$ cat config.mk
export PLATFORM = sky130hd
export DESIGN_NAME = axi4l_master_bridge_flat
export DESIGN_NICKNAME = d
export VERILOG_FILES = /design/src/rtl/axi4l_master_bridge_pkg.sv /design/src/rtl/axi4l_master_bridge_if.sv /design/src/rtl/axi4l_master_bridge.sv /design/src/flat_wrapper.sv
export SDC_FILE = /design/constraint.sdc
export NUM_CORES = 1
export LEC_CHECK = 0
export ABC_AREA = 1
export CORE_UTILIZATION = 30
export CTS_BUF_LIST = sky130_fd_sc_hd__clkbuf_2 sky130_fd_sc_hd__clkbuf_4 sky130_fd_sc_hd__clkbuf_8
export DETAILED_ROUTE_END_ITERATION = 12
export MAX_ROUTING_LAYER = met4
export SYNTH_ARGS = -nofsm -noshare
export SYNTH_HDL_FRONTEND = slang
export SYNTH_SLANG_ARGS = --single-unit
$ cat constraint.sdc
create_clock -name axi4l_aclk -period 5.1 [get_ports axi4l_aclk]
set_clock_uncertainty 0.1 [all_clocks]
set_input_delay 1.275 -clock axi4l_aclk [delete_from_list [all_inputs] [get_ports axi4l_aclk]]
set_output_delay 1.275 -clock axi4l_aclk [all_outputs]
set_load 0.01 [all_outputs]
$ cat src/rtl/axi4l_master_bridge_pkg.sv
// Shared types for the register-bus to AXI4-Lite initiator bridge.
package axi4l_master_bridge_pkg;

  typedef enum logic [1:0] {
    OKAY   = 2'b00,
    EXOKAY = 2'b01,
    SLVERR = 2'b10,
    DECERR = 2'b11
  } axi4l_resp_t;

  typedef enum logic [2:0] {
    IDLE,
    WR_REQ,
    WR_RESP,
    RD_REQ,
    RD_RESP,
    DONE
  } bridge_state_t;

  localparam logic [2:0] AXI_PROT_DEFAULT = 3'b000;

  // Anything other than OKAY, EXOKAY included, is reported as an error.
  function automatic logic isErrResp(input logic [1:0] resp);
    return axi4l_resp_t'(resp) != OKAY;
  endfunction

endpackage

$ cat src/rtl/axi4l_master_bridge_if.sv
// AXI4-Lite bus bundle; the bridge uses the master side, slaves the slave side.
interface axi4l_master_bridge_if #(
  parameter int ADDR_WIDTH = 32,
  parameter int DATA_WIDTH = 32
) ();

  logic [ADDR_WIDTH-1:0]   awaddr;
  logic [2:0]              awprot;
  logic                    awvalid;
  logic                    awready;
  logic [DATA_WIDTH-1:0]   wdata;
  logic [DATA_WIDTH/8-1:0] wstrb;
  logic                    wvalid;
  logic                    wready;
  logic [1:0]              bresp;
  logic                    bvalid;
  logic                    bready;
  logic [ADDR_WIDTH-1:0]   araddr;
  logic [2:0]              arprot;
  logic                    arvalid;
  logic                    arready;
  logic [DATA_WIDTH-1:0]   rdata;
  logic [1:0]              rresp;
  logic                    rvalid;
  logic                    rready;

  modport master (
    output awaddr, awprot, awvalid, input awready,
    output wdata, wstrb, wvalid, input wready,
    input bresp, bvalid, output bready,
    output araddr, arprot, arvalid, input arready,
    input rdata, rresp, rvalid, output rready
  );

  modport slave (
    input awaddr, awprot, awvalid, output awready,
    input wdata, wstrb, wvalid, output wready,
    output bresp, bvalid, input bready,
    input araddr, arprot, arvalid, output arready,
    output rdata, rresp, rvalid, input rready
  );

endinterface

$ cat src/rtl/axi4l_master_bridge.sv
// Register-bus to AXI4-Lite initiator: one command in, one AXI4-Lite write or read out,
// completion reported as a one-cycle ack with err/rdata. One outstanding transaction.
module axi4l_master_bridge
  import axi4l_master_bridge_pkg::*;
#(
  parameter int                        REG_ADDR_WIDTH = 16,
  parameter int                        REG_DATA_WIDTH = 32,
  parameter int                        AXI_ADDR_WIDTH = 32,
  parameter int                        AXI_DATA_WIDTH = 32,
  parameter logic [AXI_ADDR_WIDTH-1:0] AXI_BASE_ADDR  = AXI_ADDR_WIDTH'(32'h8000_0000),
  parameter int                        TIMEOUT_CYCLES = 1024
) (
  input  logic                        axi4l_aclk,
  input  logic                        axi4l_arstn,
  input  logic                        reg_req,
  input  logic                        reg_wren,
  input  logic [REG_ADDR_WIDTH-1:0]   reg_addr,
  input  logic [REG_DATA_WIDTH-1:0]   reg_wdata,
  input  logic [REG_DATA_WIDTH/8-1:0] reg_be,
  output logic [REG_DATA_WIDTH-1:0]   reg_rdata,
  output logic                        reg_ack,
  output logic                        reg_err,
  output logic                        busy,
  output logic                        timeout,
  axi4l_master_bridge_if.master       m_axi
);

  if (REG_DATA_WIDTH != AXI_DATA_WIDTH) begin : gBadDataWidth
    $fatal(1, "axi4l_master_bridge: REG_DATA_WIDTH must equal AXI_DATA_WIDTH");
  end
  if (AXI_ADDR_WIDTH < REG_ADDR_WIDTH) begin : gBadAddrWidth
    $fatal(1, "axi4l_master_bridge: AXI_ADDR_WIDTH must be >= REG_ADDR_WIDTH");
  end

  localparam int ADDR_LSB = $clog2(AXI_DATA_WIDTH / 8);
  localparam logic [AXI_ADDR_WIDTH-1:0] ALIGN_MASK = ~((AXI_ADDR_WIDTH'(1) << ADDR_LSB) - AXI_ADDR_WIDTH'(1));
  localparam int WDOG_WIDTH = (TIMEOUT_CYCLES < 1) ? 1 : $clog2(TIMEOUT_CYCLES + 1);
  localparam logic [WDOG_WIDTH-1:0] WDOG_LIMIT = WDOG_WIDTH'(TIMEOUT_CYCLES);

  bridge_state_t               state_q, state_d;
  logic                        awValid_q, awValid_d, wValid_q, wValid_d;
  logic                        bReady_q, bReady_d, arValid_q, arValid_d, rReady_q, rReady_d;
  logic [AXI_ADDR_WIDTH-1:0]   addr_q, addr_d;
  logic [AXI_DATA_WIDTH-1:0]   wdata_q, wdata_d, rdata_q, rdata_d;
  logic [AXI_DATA_WIDTH/8-1:0] be_q, be_d;
  logic                        errCap_q, errCap_d, ack_q, ack_d, err_q, err_d;
  logic                        timeout_q, timeout_d;
  logic [WDOG_WIDTH-1:0]       wdog_q, wdog_d;
  logic                        accept, waiting;

  // A new command is only taken when nothing is in flight and no ack is pending.
  assign accept  = reg_req && (state_q == IDLE) && !ack_q;
  assign waiting = state_q inside {WR_REQ, WR_RESP, RD_REQ, RD_RESP};

  always_ff @(posedge axi4l_aclk or posedge axi4l_arstn) begin
    if (axi4l_arstn) begin
      state_q   <= IDLE;
      awValid_q <= 1'b0;
      wValid_q  <= 1'b0;
      bReady_q  <= 1'b0;
      arValid_q <= 1'b0;
      rReady_q  <= 1'b0;
      addr_q    <= '0;
      wdata_q   <= '0;
      be_q      <= '0;
      rdata_q   <= '0;
      errCap_q  <= 1'b0;
      ack_q     <= 1'b0;
      err_q     <= 1'b0;
      timeout_q <= 1'b0;
      wdog_q    <= '0;
    end else begin
      state_q   <= state_d;
      awValid_q <= awValid_d;
      wValid_q  <= wValid_d;
      bReady_q  <= bReady_d;
      arValid_q <= arValid_d;
      rReady_q  <= rReady_d;
      addr_q    <= addr_d;
      wdata_q   <= wdata_d;
      be_q      <= be_d;
      rdata_q   <= rdata_d;
      errCap_q  <= errCap_d;
      ack_q     <= ack_d;
      err_q     <= err_d;
      timeout_q <= timeout_d;
      wdog_q    <= wdog_d;
    end
  end

  // AW and W valids double as the "still outstanding" flags, so either order of accept works.
  always_comb begin
    state_d   = state_q;
    awValid_d = awValid_q;
    wValid_d  = wValid_q;
    bReady_d  = bReady_q;
    arValid_d = arValid_q;
    rReady_d  = rReady_q;
    addr_d    = addr_q;
    wdata_d   = wdata_q;
    be_d      = be_q;
    rdata_d   = rdata_q;
    errCap_d  = errCap_q;
    unique case (state_q)
      IDLE: begin
        if (accept) begin
          addr_d  = (AXI_BASE_ADDR | AXI_ADDR_WIDTH'(reg_addr)) & ALIGN_MASK;
          wdata_d = reg_wdata;
          be_d    = reg_be;
          if (reg_wren) begin
            state_d   = WR_REQ;
            awValid_d = 1'b1;
            wValid_d  = 1'b1;
          end else begin
            state_d   = RD_REQ;
            arValid_d = 1'b1;
          end
        end
      end
      WR_REQ: begin
        if (m_axi.awready) awValid_d = 1'b0;
        if (m_axi.wready)  wValid_d  = 1'b0;
        if (!awValid_d && !wValid_d) begin
          state_d  = WR_RESP;
          bReady_d = 1'b1;
        end
      end
      WR_RESP: begin
        if (m_axi.bvalid && bReady_q) begin
          errCap_d = isErrResp(m_axi.bresp);
          bReady_d = 1'b0;
          state_d  = DONE;
        end
      end
      RD_REQ: begin
        if (m_axi.arready) begin
          arValid_d = 1'b0;
          rReady_d  = 1'b1;
          state_d   = RD_RESP;
        end
      end
      RD_RESP: begin
        if (m_axi.rvalid && rReady_q) begin
          rdata_d  = m_axi.rdata;
          errCap_d = isErrResp(m_axi.rresp);
          rReady_d = 1'b0;
          state_d  = DONE;
        end
      end
      DONE:    state_d = IDLE;
      default: state_d = IDLE;
    endcase
  end

  // Watchdog restarts on every state change and only flags; the transaction keeps waiting.
  always_comb begin
    wdog_d    = '0;
    timeout_d = timeout_q;
    ack_d     = (state_q == DONE);
    err_d     = (state_q == DONE) && errCap_q;
    if ((TIMEOUT_CYCLES != 0) && waiting && (state_d == state_q)) begin
      wdog_d = (wdog_q == WDOG_LIMIT) ? wdog_q : wdog_q + WDOG_WIDTH'(1);
      if (wdog_d == WDOG_LIMIT) timeout_d = 1'b1;
    end
  end

  assign reg_rdata = rdata_q;
  assign reg_ack   = ack_q;
  assign reg_err   = err_q;
  assign busy      = (state_q != IDLE) || ack_q;
  assign timeout   = timeout_q;

  assign m_axi.awaddr  = addr_q;
  assign m_axi.awprot  = AXI_PROT_DEFAULT;
  assign m_axi.awvalid = awValid_q;
  assign m_axi.wdata   = wdata_q;
  assign m_axi.wstrb   = be_q;
  assign m_axi.wvalid  = wValid_q;
  assign m_axi.bready  = bReady_q;
  assign m_axi.araddr  = addr_q;
  assign m_axi.arprot  = AXI_PROT_DEFAULT;
  assign m_axi.arvalid = arValid_q;
  assign m_axi.rready  = rReady_q;

endmodule

$ cat src/flat_wrapper.sv
// flat-port wrapper written by rule: the top's interface ports become plain ports
module axi4l_master_bridge_flat import axi4l_master_bridge_pkg::*;
#(
  parameter int                        REG_ADDR_WIDTH = 16,
  parameter int                        REG_DATA_WIDTH = 32,
  parameter int                        AXI_ADDR_WIDTH = 32,
  parameter int                        AXI_DATA_WIDTH = 32,
  parameter logic [AXI_ADDR_WIDTH-1:0] AXI_BASE_ADDR  = AXI_ADDR_WIDTH'(32'h8000_0000),
  parameter int                        TIMEOUT_CYCLES = 1024
)
  (axi4l_aclk, axi4l_arstn, reg_req, reg_wren, reg_addr, reg_wdata, reg_be, reg_rdata, reg_ack, reg_err, busy, timeout, m_axi_awaddr, m_axi_awprot, m_axi_awvalid, m_axi_awready, m_axi_wdata, m_axi_wstrb, m_axi_wvalid, m_axi_wready, m_axi_bresp, m_axi_bvalid, m_axi_bready, m_axi_araddr, m_axi_arprot, m_axi_arvalid, m_axi_arready, m_axi_rdata, m_axi_rresp, m_axi_rvalid, m_axi_rready);
  axi4l_master_bridge_if #(.ADDR_WIDTH(32), .DATA_WIDTH(32)) m_axi_i ();
  input  logic axi4l_aclk;
  input  logic axi4l_arstn;
  input  logic reg_req;
  input  logic reg_wren;
  input  logic [REG_ADDR_WIDTH-1:0] reg_addr;
  input  logic [REG_DATA_WIDTH-1:0] reg_wdata;
  input  logic [REG_DATA_WIDTH/8-1:0] reg_be;
  output logic [REG_DATA_WIDTH-1:0] reg_rdata;
  output logic reg_ack;
  output logic reg_err;
  output logic busy;
  output logic timeout;
  output wire logic [$bits(m_axi_i.awaddr)-1:0] m_axi_awaddr;
  output wire logic [$bits(m_axi_i.awprot)-1:0] m_axi_awprot;
  output wire logic [$bits(m_axi_i.awvalid)-1:0] m_axi_awvalid;
  input wire logic [$bits(m_axi_i.awready)-1:0] m_axi_awready;
  output wire logic [$bits(m_axi_i.wdata)-1:0] m_axi_wdata;
  output wire logic [$bits(m_axi_i.wstrb)-1:0] m_axi_wstrb;
  output wire logic [$bits(m_axi_i.wvalid)-1:0] m_axi_wvalid;
  input wire logic [$bits(m_axi_i.wready)-1:0] m_axi_wready;
  input wire logic [$bits(m_axi_i.bresp)-1:0] m_axi_bresp;
  input wire logic [$bits(m_axi_i.bvalid)-1:0] m_axi_bvalid;
  output wire logic [$bits(m_axi_i.bready)-1:0] m_axi_bready;
  output wire logic [$bits(m_axi_i.araddr)-1:0] m_axi_araddr;
  output wire logic [$bits(m_axi_i.arprot)-1:0] m_axi_arprot;
  output wire logic [$bits(m_axi_i.arvalid)-1:0] m_axi_arvalid;
  input wire logic [$bits(m_axi_i.arready)-1:0] m_axi_arready;
  input wire logic [$bits(m_axi_i.rdata)-1:0] m_axi_rdata;
  input wire logic [$bits(m_axi_i.rresp)-1:0] m_axi_rresp;
  input wire logic [$bits(m_axi_i.rvalid)-1:0] m_axi_rvalid;
  output wire logic [$bits(m_axi_i.rready)-1:0] m_axi_rready;
  assign m_axi_awaddr = m_axi_i.awaddr;
  assign m_axi_awprot = m_axi_i.awprot;
  assign m_axi_awvalid = m_axi_i.awvalid;
  assign m_axi_i.awready = m_axi_awready;
  assign m_axi_wdata = m_axi_i.wdata;
  assign m_axi_wstrb = m_axi_i.wstrb;
  assign m_axi_wvalid = m_axi_i.wvalid;
  assign m_axi_i.wready = m_axi_wready;
  assign m_axi_i.bresp = m_axi_bresp;
  assign m_axi_i.bvalid = m_axi_bvalid;
  assign m_axi_bready = m_axi_i.bready;
  assign m_axi_araddr = m_axi_i.araddr;
  assign m_axi_arprot = m_axi_i.arprot;
  assign m_axi_arvalid = m_axi_i.arvalid;
  assign m_axi_i.arready = m_axi_arready;
  assign m_axi_i.rdata = m_axi_rdata;
  assign m_axi_i.rresp = m_axi_rresp;
  assign m_axi_i.rvalid = m_axi_rvalid;
  assign m_axi_rready = m_axi_i.rready;
  axi4l_master_bridge #(.REG_ADDR_WIDTH(REG_ADDR_WIDTH), .REG_DATA_WIDTH(REG_DATA_WIDTH), .AXI_ADDR_WIDTH(AXI_ADDR_WIDTH), .AXI_DATA_WIDTH(AXI_DATA_WIDTH), .AXI_BASE_ADDR(AXI_BASE_ADDR), .TIMEOUT_CYCLES(TIMEOUT_CYCLES)) u_core (.axi4l_aclk(axi4l_aclk), .axi4l_arstn(axi4l_arstn), .reg_req(reg_req), .reg_wren(reg_wren), .reg_addr(reg_addr), .reg_wdata(reg_wdata), .reg_be(reg_be), .reg_rdata(reg_rdata), .reg_ack(reg_ack), .reg_err(reg_err), .busy(busy), .timeout(timeout), .m_axi(m_axi_i));
endmodule
==> flow_metrics.env <==
export IMPL_status="complete, no violations"
export IMPL_ys_seq_area_share_pct=54.36
export IMPL_cts_setup_buffers=0
export IMPL_synth_top_area_share_pct=54.36
export IMPL_tns_ns=0
export IMPL_path_cells="nor3_2 > nand2_1 > clkdlybuf4s50_1"
export IMPL_cts_htree_levels=3
export IMPL_crit_arrival_ns=1.90
export IMPL_hpwl_um=8673
export IMPL_cts_root_buf="clkbuf_8"
export IMPL_relSlewSlack_pct=30.66
export IMPL_post_cts_resize_count=0
export IMPL_area_delta_synth_final_pct=44.56
export IMPL_path_buf_inv=1
export IMPL_worst_pin_slew_ns=1.039
export IMPL_wl_per_cell_um=12.30
export IMPL_whs_endpoint="u_core.reg_rdata[26]"
export IMPL_cts_buffers=9
export IMPL_dieHeight_um=129.5
export IMPL_post_drt_via_cell_ratio=4.038
export IMPL_drc=0
export IMPL_worstReg2RegStart="u_core.state_q[0]"
export IMPL_rows=46
export IMPL_via_count=3981
export IMPL_dp_cells=970
export IMPL_crit_slowest_cell="dfrtp_1"
export IMPL_crit_path_max_incr_delay_ns=0.50
export IMPL_grt_usage_pct=15.17
export IMPL_syn_area_um2=4880
export IMPL_clk_latency_ns=0.38
export IMPL_start_util_pct=30.72
export IMPL_cp_required_ns=3.72
export IMPL_clkSinkCount=106
export IMPL_ant_nets=0
export IMPL_reg2reg_to="u_core.timeout"
export IMPL_p_int_mw=2.264
export IMPL_syn_inst=584
export IMPL_grt_ovfl_total=0
export IMPL_drt_first_pass_iters=4
export IMPL_clk_pin_slew_ns=0.11
export IMPL_cp_end_kind="output pin"
export IMPL_finalNetCount=864
export IMPL_coreArea_um2=15890
export IMPL_power_frac_comb_pct=46.4
export IMPL_synth_seq_cells=106
export IMPL_fmax_mhz=305.7
export IMPL_cellPowerDensity_nw_per_um2=508.9
export IMPL_ys_types=34
export IMPL_finalHoldViolCount=0
export IMPL_hold_path_depth=2
export IMPL_drt_total_wl_um=12130
export IMPL_io_pins=244
export IMPL_r2r_slack_ns=2.70
export IMPL_antenna_found_initial=0
export IMPL_final_setup_viol_count=0
export IMPL_post_route_cells_drive_above_1_share_pct=6.234
export IMPL_netSwitchingFraction_pct=36.95
export IMPL_antenna_cells=0
export IMPL_ir_drop_uv=221.1
export IMPL_io_buffers=201
export IMPL_crit_path_start_kind="flip-flop"
export IMPL_grt_first_pass_wirelength_um=18950
export IMPL_p_leak_nw=3.455
export IMPL_maxCapViolCount=0
export IMPL_fin_crit_sh_pct=64.15
export IMPL_synth_top_area_cell="dfrtp_1"
export IMPL_worst_path_max_fanout=8
export IMPL_synthTopCellsByArea="dfrtp_1 54%, nand2_1 22%, buf_4 8.5%"
export IMPL_fp_dieArea_um2=16780
export IMPL_switchingPower_mw=1.327
export IMPL_initialDrtViolationCount=222
export IMPL_power_share_clock_pct=15.6
export IMPL_cts_buffer_depth=2
export IMPL_ys_warn_count=0
export IMPL_gp_congestion=0.7768
export IMPL_tritoncts="built"
export IMPL_rsz0062_at_grt="no"
export IMPL_fin_cells=986
export IMPL_crit_family="simple AND/OR/NAND/NOR gates"
export IMPL_grt_pass1_vias=3719
export IMPL_syn_mean_instance_area_um2=8.356
export IMPL_hold_buffers=0
export IMPL_fin_crit_ns=3.271
export IMPL_rr_worst_depth=8
export IMPL_drv_slew=0
export IMPL_hp_class="flip-flop to flip-flop"
export IMPL_hold_start="u_core.reg_rdata[26]"
export IMPL_critPathKind="flip-flop to output pin"
export IMPL_p_seq_share_pct=38.0
export IMPL_grt_max_degree=67
export IMPL_fp_dieW_um=129.5
-- power groups by stage --
stage                     sequential (mW)  combinational (mW)  clock [mW]
after floorplan                      1.50               0.729           0
after global placement               1.37                1.68           0
after detailed placement             1.37                1.70           0
after CTS                            1.37                1.70       0.584
after global routing                 1.41                1.83       0.618
final                                1.37                1.67       0.559
-- cell usage in the layout, fill, tap and decap left out, types with 2 or more instances in the layout --
cell type	n
a21oi_1	5
buf_4	4
clkbuf_8	9
clkdlybuf4s50_1	201
conb_1	40
dfrtp_1	106
ha_1	2
inv_1	25
inv_2	4
nand2_1	291
nand3_1	14
nand3_2	5
nor2_1	20
nor2_2	10
nor2_4	2
nor3_1	2
o2111ai_1	2
o21ai_0	2
or2_2	2
xor2_1	3
-- tightest hold or removal path, delay by kind of cell, from the launching register on --
| kind | cells | cell delay (ns) |
|---|---|---|
| DFF | 1 | 0.36 |
| and+or+nand+nor | 2 | 0.10 |
-- layer usage --
metal	track usage [%]	share of wire, %
met1	19.53	46
met2	23.24	47
met3	4.418	6.3
met4	4.104	0.78
met5	-	0
-- sequential cells by signal (all words and copies together), names as in the netlist --
register	cells
u_core.errCap_q	1
u_core.m_axi.araddr	15
u_core.m_axi.arvalid	1
u_core.m_axi.awvalid	1
u_core.m_axi.bready	1
u_core.m_axi.rready	1
u_core.m_axi.wdata	32
u_core.m_axi.wstrb	4
u_core.m_axi.wvalid	1
u_core.reg_ack	1
u_core.reg_err	1
u_core.reg_rdata	32
u_core.state_q	3
u_core.timeout	1
u_core.wdog_q	11
-- final cells by class --
class,instances,area [um^2]
multi-input combinational,411,1739
timing repair buffer,206,2062
sequential,106,2653
tap,216,270.3
clock buffer,9,123.9
inverter,31,118.9
clock inverter,7,87.58
fill,1598,8831
-- cell usage after synthesis --
| master | n |
|---|---|
| nand2_1 | 291 |
| dfrtp_1 | 106 |
| buf_4 | 55 |
| inv_1 | 26 |
| nor2_1 | 20 |
| nand3_1 | 14 |
| clkbuf_1 | 11 |
| nor2_2 | 10 |
| a21oi_1 | 5 |
| buf_2 | 5 |
| nand3_2 | 5 |
| inv_2 | 4 |
| buf_6 | 3 |
| xor2_1 | 3 |
| ha_1 | 2 |
| nor2_4 | 2 |
| nor3_1 | 2 |
| o2111ai_1 | 2 |
| o21ai_0 | 2 |
| or2_2 | 2 |
| a21oi_2 | 1 |
| a22oi_1 | 1 |
| and2_1 | 1 |
| clkbuf_2 | 1 |
| clkinv_1 | 1 |
| conb_1 | 1 |
| nand3b_1 | 1 |
| nand4_1 | 1 |
| nand4_2 | 1 |
| nor3_2 | 1 |
| o21a_1 | 1 |
| o21bai_1 | 1 |
| o31ai_1 | 1 |
| xnor2_1 | 1 |
-- worst max-delay path by stage --
stage                      startpoint               end  slack (ns)  cells after the start
floorplan                 axi4l_arstn   u_core.errCap_q        0.94                      1
global placement         m_axi_rvalid  u_core.wdog_q[0]        1.68                      8
detailed placement       m_axi_rvalid    u_core.timeout        1.68                      8
CTS                 u_core.state_q[0]              busy        1.80                      3
global route        u_core.state_q[0]              busy        1.71                      3
finish              u_core.state_q[0]              busy        1.83                      3
-- kinds of logic after synthesis --
group	Yosys count	synth area share, %
AND/OR/NAND/NOR	351	29.46
buffers and inverters	106	13.00
flip-flops	106	54.36
AO/OA/AOI/OAI	14	1.872
XOR/XNOR	4	0.7181
adder cells (fa/ha/maj)	2	0.5127
other	1	0.07685
-- through the flow --
stage	hold slack (ns)	setup slack (ns)	utilization (%)	area [um^2]	power (mW)
2_1_floorplan	0.3456	0.9361	-	5026	2.224
3_3_place_gp	0.3529	1.684	43.08	6843	3.055
3_5_place_dp	0.3594	1.685	43.08	6843	3.071
4_1_cts	0.3858	1.800	44.41	7054	3.653
5_1_grt	0.3995	1.705	44.41	7054	3.859
6_report	0.3798	1.829	44.41	7054	3.590
(Power assumes the default switching activity.)
